$ cat src/rtl/edf_arbiter.sv
// Earliest-deadline-first selector: scans one source per cycle and publishes the
// enabled pending source with the smallest deadline, with a claim/clear handshake.
//
// state  | meaning
// -------+-----------------------------------------------------------
// SCAN   | evaluate source idx against the running best, idx 0..NrSrc-1
// COMMIT | copy running best into the published registers, restart scan
module edf_arbiter #(
  parameter int unsigned NrSrc   = 8,
  parameter int unsigned TsWidth = 64,
  parameter int unsigned IdWidth = $clog2(NrSrc)
) (
  input  logic                            clk_i,
  input  logic                            rst_ni,
  input  logic [NrSrc-1:0][TsWidth-1:0]   dl_i,
  input  logic [NrSrc-1:0]                ip_i,
  input  logic [NrSrc-1:0]                ie_i,
  input  logic                            claim_i,
  output logic                            irq_o,
  output logic [IdWidth-1:0]              id_o,
  output logic [TsWidth-1:0]              dl_o,
  output logic [NrSrc-1:0]                clr_o
);

  typedef enum logic {SCAN, COMMIT} state_e;

  localparam logic [IdWidth-1:0] LastIdx = IdWidth'(NrSrc - 1);

  state_e               state_q, state_d;
  logic [IdWidth-1:0]   idx_q, idx_d;
  logic                 found_q, found_d;
  logic [IdWidth-1:0]   best_id_q, best_id_d;
  logic [TsWidth-1:0]   best_dl_q, best_dl_d;
  logic                 pub_valid_q, pub_valid_d;
  logic [IdWidth-1:0]   pub_id_q, pub_id_d;
  logic [TsWidth-1:0]   pub_dl_q, pub_dl_d;
  logic [NrSrc-1:0]     clr_q, clr_d;

  logic                 cand;
  logic                 take;
  logic                 claim_ok;

  // The published source is re-qualified every cycle so a dropped pending or
  // enable hides it immediately rather than at the next commit.
  assign irq_o    = pub_valid_q & ip_i[pub_id_q] & ie_i[pub_id_q];
  assign claim_ok = claim_i & irq_o;
  assign cand     = ip_i[idx_q] & ie_i[idx_q];
  assign take     = cand & (~found_q | (dl_i[idx_q] < best_dl_q));

  assign id_o  = pub_id_q;
  assign dl_o  = pub_dl_q;
  assign clr_o = clr_q;

  always_ff @(posedge clk_i or negedge rst_ni) begin
    if (!rst_ni) begin
      state_q     <= SCAN;
      idx_q       <= '0;
      found_q     <= 1'b0;
      best_id_q   <= '0;
      best_dl_q   <= '0;
      pub_valid_q <= 1'b0;
      pub_id_q    <= '0;
      pub_dl_q    <= '0;
      clr_q       <= '0;
    end else begin
      state_q     <= state_d;
      idx_q       <= idx_d;
      found_q     <= found_d;
      best_id_q   <= best_id_d;
      best_dl_q   <= best_dl_d;
      pub_valid_q <= pub_valid_d;
      pub_id_q    <= pub_id_d;
      pub_dl_q    <= pub_dl_d;
      clr_q       <= clr_d;
    end
  end

  always_comb begin
    state_d     = state_q;
    idx_d       = idx_q;
    found_d     = found_q;
    best_id_d   = best_id_q;
    best_dl_d   = best_dl_q;
    pub_valid_d = pub_valid_q;
    pub_id_d    = pub_id_q;
    pub_dl_d    = pub_dl_q;
    clr_d       = '0;

    if (claim_ok) begin
      // A claim wins over a coinciding commit and restarts the scan from scratch.
      pub_valid_d = 1'b0;
      clr_d       = NrSrc'(1) << pub_id_q;
      state_d     = SCAN;
      idx_d       = '0;
      found_d     = 1'b0;
      best_id_d   = '0;
      best_dl_d   = '0;
    end else begin
      case (state_q)
        SCAN: begin
          if (take) begin
            found_d   = 1'b1;
            best_id_d = idx_q;
            best_dl_d = dl_i[idx_q];
          end
          if (idx_q == LastIdx) begin
            state_d = COMMIT;
            idx_d   = '0;
          end else begin
            idx_d = idx_q + 1'b1;
          end
        end
        COMMIT: begin
          pub_valid_d = found_q;
          if (found_q) begin
            pub_id_d = best_id_q;
            pub_dl_d = best_dl_q;
          end
          found_d   = 1'b0;
          best_id_d = '0;
          best_dl_d = '0;
          state_d   = SCAN;
          idx_d     = '0;
        end
        default: begin
          state_d = SCAN;
          idx_d   = '0;
        end
      endcase
    end
  end

endmodule

$ cat config.mk
export PLATFORM = sky130hd
export DESIGN_NAME = edf_arbiter
export DESIGN_NICKNAME = d
export VERILOG_FILES = /design/src/rtl/edf_arbiter.sv
export SDC_FILE = /design/constraint.sdc
export NUM_CORES = 1
export LEC_CHECK = 0
export CAP_MARGIN = 5
export CORE_AREA = 3 3 233 235
export CTS_CLUSTER_DIAMETER = 80
export CTS_CLUSTER_SIZE = 25
export DETAILED_ROUTE_END_ITERATION = 10
export DIE_AREA = 0 0 236 238
export MAX_ROUTING_LAYER = met4
export SLEW_MARGIN = 20
export SYNTH_ARGS = -nofsm -noshare
export SYNTH_HDL_FRONTEND = slang
export SYNTH_SLANG_ARGS = --single-unit
$ cat constraint.sdc
create_clock -name clk_i -period 4.12 [get_ports clk_i]
set_input_delay 0.824 -clock clk_i [delete_from_list [all_inputs] [get_ports clk_i]]
set_output_delay 0.824 -clock clk_i [all_outputs]
set_load 0.1 [all_outputs]
Word level (Yosys, flattened, before mapping) --
Index checks and enable logic that the tools add are counted.
Cells by class: add/subtract/negate cells 1, order comparisons 3, equality and inequality tests 2, shift-type cells 1, muxes and demuxes 28, bitwise operators 9, reduce and logical (&&, ||, !) cells 2
Operators by type and width (number):
- $bmux W64 S3 | 1
- $mux W64 | 3
- $pmux W64 S2 | 1
- $lt A64 B64 Y1 | 1
- $bmux W1 S3 | 4
- $mux W3 | 4
- $pmux W3 S2 | 2
- $mux W1 | 10
- $lt A3 B4 Y1 const B | 2
- $mux W8 | 1
- $shl A1 B3 Y8 const A | 1
- $and A1 B1 Y1 | 5
- $pmux W1 S2 | 2
- $add A3 B1 Y3 const B | 1
- $eq A3 B3 Y1 const B | 1
- $ne A3 B3 Y1 const B | 1
- $not A1 Y1 | 3
- $reduce_and A3 Y1 | 1
- $reduce_bool A2 Y1 | 1
- $or A1 B1 Y1 | 1
Storage, ports and cells: flip-flop bits (word level) 148, input bits 531, output and inout port bits 76

Longest topological paths before layout --
Gate-level depths: netlist of the first run.
depth after elaboration 8, mapped depth 16, depth with buffers taken out 10

Worst setup path after synthesis of the first run --
OpenSTA, ideal clock, no wires.
kind flip-flop to flip-flop, start register idx_q[0], end register best_dl_q[10], library setup time 0.086 ns, data arrival time 4.053 ns, setup slack -0.019 ns, cell stages (with the launch flop) 16, clock period less this slack 4.139 ns, path through dfrtp_1 -> buf_2 -> buf_2 -> buf_2 -> mux4_2 -> mux2_2 -> ha_1 -> nand4_1 -> nor4_1 -> nand3_1 -> nor3_1 -> o41a_1 -> clkbuf_1 -> buf_2 -> nor3_1 -> nor3_1
Between the ends: word-level cells in the longest chain between the ends 6, elaborated cells between the ends (all ways) 14
Ends and longest elaborated chain:
- from (decl) | line 30 | logic [IdWidth-1:0] idx_q, idx_d;
- from (signal assigned) | line 67 | idx_q <= idx_d;
- $bmux W64 S3 | line 48, 104
- $mux W64 (implied by the code) | line 48, 104
- $lt A64 B64 Y1 | line 48 | assign take = cand & (~found_q | (dl_i[idx_q] < best_dl_q));
- $or A1 B1 Y1 | line 48
- $and A1 B1 Y1 | line 48
- $ne A3 B3 Y1 (no source line)
- to (signal assigned) | line 70 | best_dl_q <= best_dl_d;
- to (decl) | line 33 | logic [TsWidth-1:0] best_dl_q, best_dl_d;
Several ways; a longest one is shown, not always the timed one. The select of a mux whose other input is x is not followed. A chain may end at the register's enable or synchronous reset.

Worst setup path after layout of the first run --
start register idx_q[0], end register best_dl_q[63]
Same word-level chain as after synthesis.

==> results of run 1 <==
## area by class of cell
class / instances / area share, %
multi-input combinational: 679 / 36.36
timing repair buffer: 694 / 35.62
sequential: 148 / 18.83
tap: 688 / 4.364
clock buffer: 18 / 2.227
inverter: 69 / 1.313
clock inverter: 14 / 1.262
antenna: 2 / 0.02537
## metal layers
| metal | global-route usage [%] | wire length (um) | vias up |
|---|---|---|---|
| met5 | - | 0 | - |
| met4 | 6.066 | 1216 | 0 |
| met3 | 3.329 | 2855 | 53 |
| met2 | 28.13 | 24060 | 430 |
| met1 | 21.20 | 20480 | 5469 |
| li1 | - | - | 5041 |
## Yosys cell counts, drive strengths merged, types with 13 or more instances
| master | instances |
|---|---|
| nor3 | 135 |
| ha | 65 |
| buf | 34 |
| nand2 | 30 |
| nand3 | 20 |
| clkbuf | 48 |
| mux2 | 130 |
| inv | 69 |
| o21ai | 25 |
| a21oi | 92 |
| nor2 | 13 |
| dfrtp | 148 |
| mux4 | 130 |
## power by group
group          internal (mW)  switching (mW)  leakage (nW)
clock network           1.16           0.687         0.337
logic                   4.95            6.72          5.54
registers               2.21           0.549          1.77
total                   8.32            7.95          7.65
## logic make-up after synthesis
group	Yosys count
simple gates	218
compound gates	136
fa+ha+maj	65
buf+inv	151
flops	148
mux	260
## flip-flops by register name, indices dropped and copies added, names as in the netlist
signal / count
clr_o: 8
state_q: 1
best_dl_q: 64
best_id_q: 3
id_o: 3
found_q: 1
idx_q: 3
dl_o: 64
pub_valid_q: 1
## worst max-delay path by stage
| stage | cells after the start | from | slack [ps] | endpoint |
|---|---|---|---|---|
| after CTS | 14 | idx_q[0] | 2 | best_dl_q[38] |
| after global placement | 14 | dl_i[63] | -380 | best_dl_q[15] |
| after detailed placement | 14 | dl_i[126] | -460 | best_dl_q[63] |
| final | 15 | idx_q[0] | 150 | best_dl_q[63] |
| after global routing | 15 | idx_q[0] | 1 | best_dl_q[53] |
| after floorplan | 15 | idx_q[0] | 20 | best_dl_q[10] |
## worst register-to-register path, cell delays in order, from the launching register on
cell,delay (ps)
dfrtp_4,460
buf_16,180
buf_16,190
buf_4,130
mux4_2,540
mux2_2,320
ha_1,300
nand4_1,160
nor4_2,60
buf_4,150
o2111ai_1,130
a21oi_2,100
o41ai_4,510
buf_12,260
a21oi_1,130
nor3_1,230
## stage by stage
stage / cells / worst slack, ps / utilization (%) / power (mW) / TNS (ps)
final: 2312 / 148.0 / 37.61 / 16.27 / 0
after global routing: 2312 / 1.176 / 37.61 / 17.42 / 0
after CTS: 2281 / 1.844 / 36.90 / 16.06 / 0
after detailed placement: 2249 / -462.3 / 35.52 / 14.08 / -25680
after global placement: 2249 / -376.6 / 35.52 / 13.91 / -22900
after floorplan: 978 / 15.54 / - / 10.44 / 0
## what timing repair did
action                     CTS  global route
gates resized for setup      7            23
pin swaps                    0             4
setup endpoints to repair   67            67
buffers inserted             0            28
gates cloned                 0             1
==> results.ini, run 1 <==
[setup_path]
rr_worst_depth = 15
cp_num_buf_inv = 5
start_kind = flop
max_stage_delay_ps = 540
ff2ff_setup_slack_ps = 150
crit_slowest_cell = mux4_2
end_kind = flop
worstPathArrival_ps = 4330
r2r-end = best_dl_q[63]
critPathTopFamily = buffers and inverters
reg2reg_from = idx_q[0]
path_max_fanout = 32
cp_cell_sequence = buf_16 > buf_16 > buf_4 > mux4_2 > mux2_2 > ha_1 > nand4_1 > nor4_2 > buf_4 > o2111ai_1 > a21oi_2 > o41ai_4 > buf_12 > a21oi_1 > nor3_1
critPathKind = flop to flop
required_ps = 4470

[grt]
grt_pass1_vias = 11560
antenna_found_initial = 4
grt-ovfl-total = 0
grtUsageTotal_pct = 17.17
grt_max_degree = 88
grt_pass1_wl_um = 71180

[cells_and_area]
finalInstanceArea_sq_um = 19720
fin_nets = 2205
multi_input_area_sq_um = 7171
final_layout_size_suffix_gt1_share_pct = 21.27
seqCellArea_sq_um = 3715
area_delta_synth_final_pct = 73.88
fill_cells = 4999
final_cell_mix = clkdlybuf4s50_1 (602), dfrtp_1 (145), mux4_2 (130)
final_common_cell = clkdlybuf4s50_1

[sta]
slew_viol_final = 0
setup_viol = 0
grt_setup_unrepaired = false
hold_viol = 0
tightest_slew_ps = 1129
skew_ps = 11.89
fin_crit_ps = 3972
fmax_mhz = 251.8
slew_headroom_pct = 24.47
hold_slack_ps = 449.7
period_share_pct = 96.41

[detailed_routing]
drt-pass1-iter-count = 5
via_count = 10990
routed_wl_um = 48610
drc = 0
wire_per_inst_um = 21.03
drt_iter0_markers = 621
vias_per_cell = 4.755
drt.antenna.violating_nets = 0

[yosys]
synth-seq-area-share_pct = 32.65
synthArstFlopShare_pct = 100.0
synth_xor_area_share_pct = 0
synth_top_family_by_area = multiplexers
synth_fa_ha_area_share_pct = 7.170
synth-seq-cells = 148
syn_avg_cell_area_sq_um = 11.60
yosys_warnings = 0
synthMuxAreaShare_pct = 38.72
yosysUniqueCellTypes = 37
synth_largest_area_cell = dfrtp_1
synth-edff-count = 0
syn-instance-count = 978
syn_nets = 1574
synth_compound_area_share_pct = 6.618
synth_area_leaders = dfrtp_1 (33%), mux4_2 (26%), ha_1 (7.2%)
synth.top_cell.area_share_pct = 32.65
yosys.area_share.simple_pct = 9.387
synth_area_sq_um = 11340
synthFlopType = dfrtp_1

[clock_network]
cts_hold_buf = 0
cts_buffer_depth = 2
path_clk_slew_ps = 70
cts_buffers = 17
clkLatencyLatePin_ps = 460
cts_max_level = 4
clockRootBuffer = clkbuf_16
cts_tree = done
cts_sinks = 148

[placed_design]
dpl_cell_area_sq_um = 18630
place_congestion = 0.9129
dp.final_hpwl_um = 39520
port_buffers = 606

[floorplan]
core_area_sq_um = 52450
rows = 84
start_util_pct = 21.63
die_x_um = 236
boundaryPins = 607
die-area_sq_um = 56170
die_y_um = 238

[min_path]
hold_class = input pin to async pin

[pwr]
powerDensity_nw_per_um2 = 825.0
leakage_nw = 7.650
ir_worst_vdd_mv = 0.3610

[flow_run]
drv_cap = 0

[status]
status = complete, no violations

(Power assumes the default switching activity.)
==> run 2, diff against run 1 <==
--- a/config.mk
+++ b/config.mk
@@ -6,12 +6,13 @@
 export NUM_CORES = 1
 export LEC_CHECK = 0
 export CAP_MARGIN = 5
-export CORE_AREA = 3 3 233 235
+export CORE_AREA = 2 2 239 241
 export CTS_CLUSTER_DIAMETER = 80
 export CTS_CLUSTER_SIZE = 25
 export DETAILED_ROUTE_END_ITERATION = 10
-export DIE_AREA = 0 0 236 238
+export DIE_AREA = 0 0 241 243
 export MAX_ROUTING_LAYER = met4
+export RECOVER_POWER = 50
 export SLEW_MARGIN = 20
 export SYNTH_ARGS = -nofsm -noshare
 export SYNTH_HDL_FRONTEND = slang
==> results.ini, run 2 (synthesized netlist as in run 1, its figures left out) <==
[detailed_routing]
vias_per_cell = 4.580
drt_iter0_markers = 690
top_layer_used = met4
drc = 0
wl_met1_um = 21650
drt.antenna.violating_nets = 0
routed_wl_um = 50870
drt-pass1-iter-count = 5
wire_per_inst_um = 21.46
via_count = 10860
wl_met2_um = 25880
wl_met3_um = 2536

[clock_network]
cts_tree = done
cts_buffer_depth = 2
cts_buffers = 17
cts_hold_buf = 0
cts_sinks = 148
clkLatencyLatePin_ps = 460
clockRootBuffer = clkbuf_16
cts_max_level = 4
path_clk_slew_ps = 60

[setup_path]
worstPathArrival_ps = 4290
startpoint = dl_i[121]
critPathKind = input pin to flop
reg2reg_from = idx_q[0]
required_ps = 4470
rr_worst_depth = 17
r2r-end = best_dl_q[36]
end_kind = flop
ff2ff_setup_slack_ps = 200
start_kind = input pin
endpoint = best_dl_q[41]
path_max_fanout = 39

[sta]
grt_setup_unrepaired = true
fmax_mhz = 253.5
hold_viol = 0
slew_viol_final = 75
setup_slack_ps = 175.4
tightest_slew_ps = 2048
period_share_pct = 95.74
slew_headroom_pct = -36.55
skew_ps = 17.04
setup_viol = 0
fin_crit_ps = 3945

[placed_design]
port_buffers = 606
dp.final_hpwl_um = 40480
place_congestion = 0.9153
post-place-ws_ps = -460.1

[grt]
grt_max_degree = 76
grt_pass1_vias = 11390
grt-ovfl-total = 0
grtUsageTotal_pct = 17.19
grt_pass1_wl_um = 71910
antenna_found_initial = 1

[pwr]
finalPower_mw = 16.02
ir_worst_vdd_mv = 0.3013
powerDensity_nw_per_um2 = 813.6
leakage_nw = 7.603

[cells_and_area]
fill_cells = 5578
fin_nets = 2197
final_common_cell = clkdlybuf4s50_1
final_layout_size_suffix_gt1_share_pct = 20.69
final_cell_mix = clkdlybuf4s50_1 (582), dfrtp_1 (145), mux4_2 (130), nor3_1 (130), a21oi_1 (87)
area_delta_synth_final_pct = 73.56

[floorplan]
start_util_pct = 20.27
boundaryPins = 607
die_y_um = 243
core_area_sq_um = 55950
rows = 87
die_x_um = 241
die-area_sq_um = 58560

[flow_run]
drv_cap = 1

[min_path]
hold_class = flop to flop

[status]
status = finished with violations
failed_checks = capacitance limit, slew limit

==> run 2: cell types whose count changed in the layout (fill, tap and decap cells not counted), moves of 7 or more <==
cell             delta
buf_4              -16
clkdlybuf4s50_1    -20
dlygate4sd3_1      +21
nor3_1              +7
nor3_2              -8
==> run 2: per-layer routing <==
| metal | global-route usage, % | vias up |
|---|---|---|
| met5 | - | - |
| met4 | 4.466 | 0 |
| met3 | 2.536 | 38 |
| met2 | 29.01 | 366 |
| met1 | 21.40 | 5441 |
| li1 | - | 5014 |
==> run 2: timing repair <==
item | CTS | global route
pin swaps | 0 | 2
setup endpoints to repair | 67 | 67
setup buffers | 5 | 16
gates resized for setup | 12 | 22
gates cloned | 1 | 4
==> run 2: where the power goes <==
group / switching, mW / internal [mW] / total [mW]
Sequential: 0.555 / 2.21 / 2.76
Combinational: 6.84 / 4.90 / 11.7
Clock: 0.717 / 0.794 / 1.51
Total: 8.12 / 7.90 / 16.0
==> run 2: critical path: stages <==
cell,delay (ps)
clkdlybuf4s50_1,520
mux4_2,480
mux2_2,330
ha_1,310
a21oi_1,190
nor2_1,80
a211oi_1,220
o311ai_1,250
buf_4,230
nor3_4,270
buf_12,270
a21oi_1,100
nor3_1,180
==> run 2: how the worst min path moves through the flow <==
stage            startpoint        to  depth (start not counted)
3_3_place_gp       dl_o[57]  dl_o[57]                          1
4_1_cts              rst_ni   dl_o[5]                          1
2_1_floorplan  best_id_q[2]   id_o[2]                          2
6_report           dl_o[41]  dl_o[41]                          1
5_1_grt            dl_o[13]  dl_o[13]                          1
3_5_place_dp       dl_o[55]  dl_o[55]                          1
==> run 2: metrics by stage <==
| step | instance area, sq um | TNS [ps] | instances | utilization (%) | hold slack, ps |
|---|---|---|---|---|---|
| floorplan | 11350 | 0 | 978 | - | 452.2 |
| global placement | 18660 | -23440 | 2312 | 33.36 | 467.9 |
| detailed placement | 18660 | -27580 | 2312 | 33.36 | 474.7 |
| CTS | 19370 | 0 | 2350 | 34.62 | 403.7 |
| global route | 19690 | -59.43 | 2371 | 35.19 | 500.0 |
| finish | 19690 | 0 | 2371 | 35.19 | 479.9 |
==> run 2: cell type report <==
class | instances | area (sq um) | share of cell area (%)
inverters | 69 | 259.0 | 1.316
clock buffers | 17 | 425.4 | 2.161
flip-flops and latches | 148 | 3715 | 18.87
clock inverters | 15 | 132.6 | 0.6737
diodes | 1 | 2.502 | 0.01271
repair buffers | 686 | 7036 | 35.74
multi-input cells | 679 | 7172 | 36.43
well taps | 756 | 945.9 | 4.805
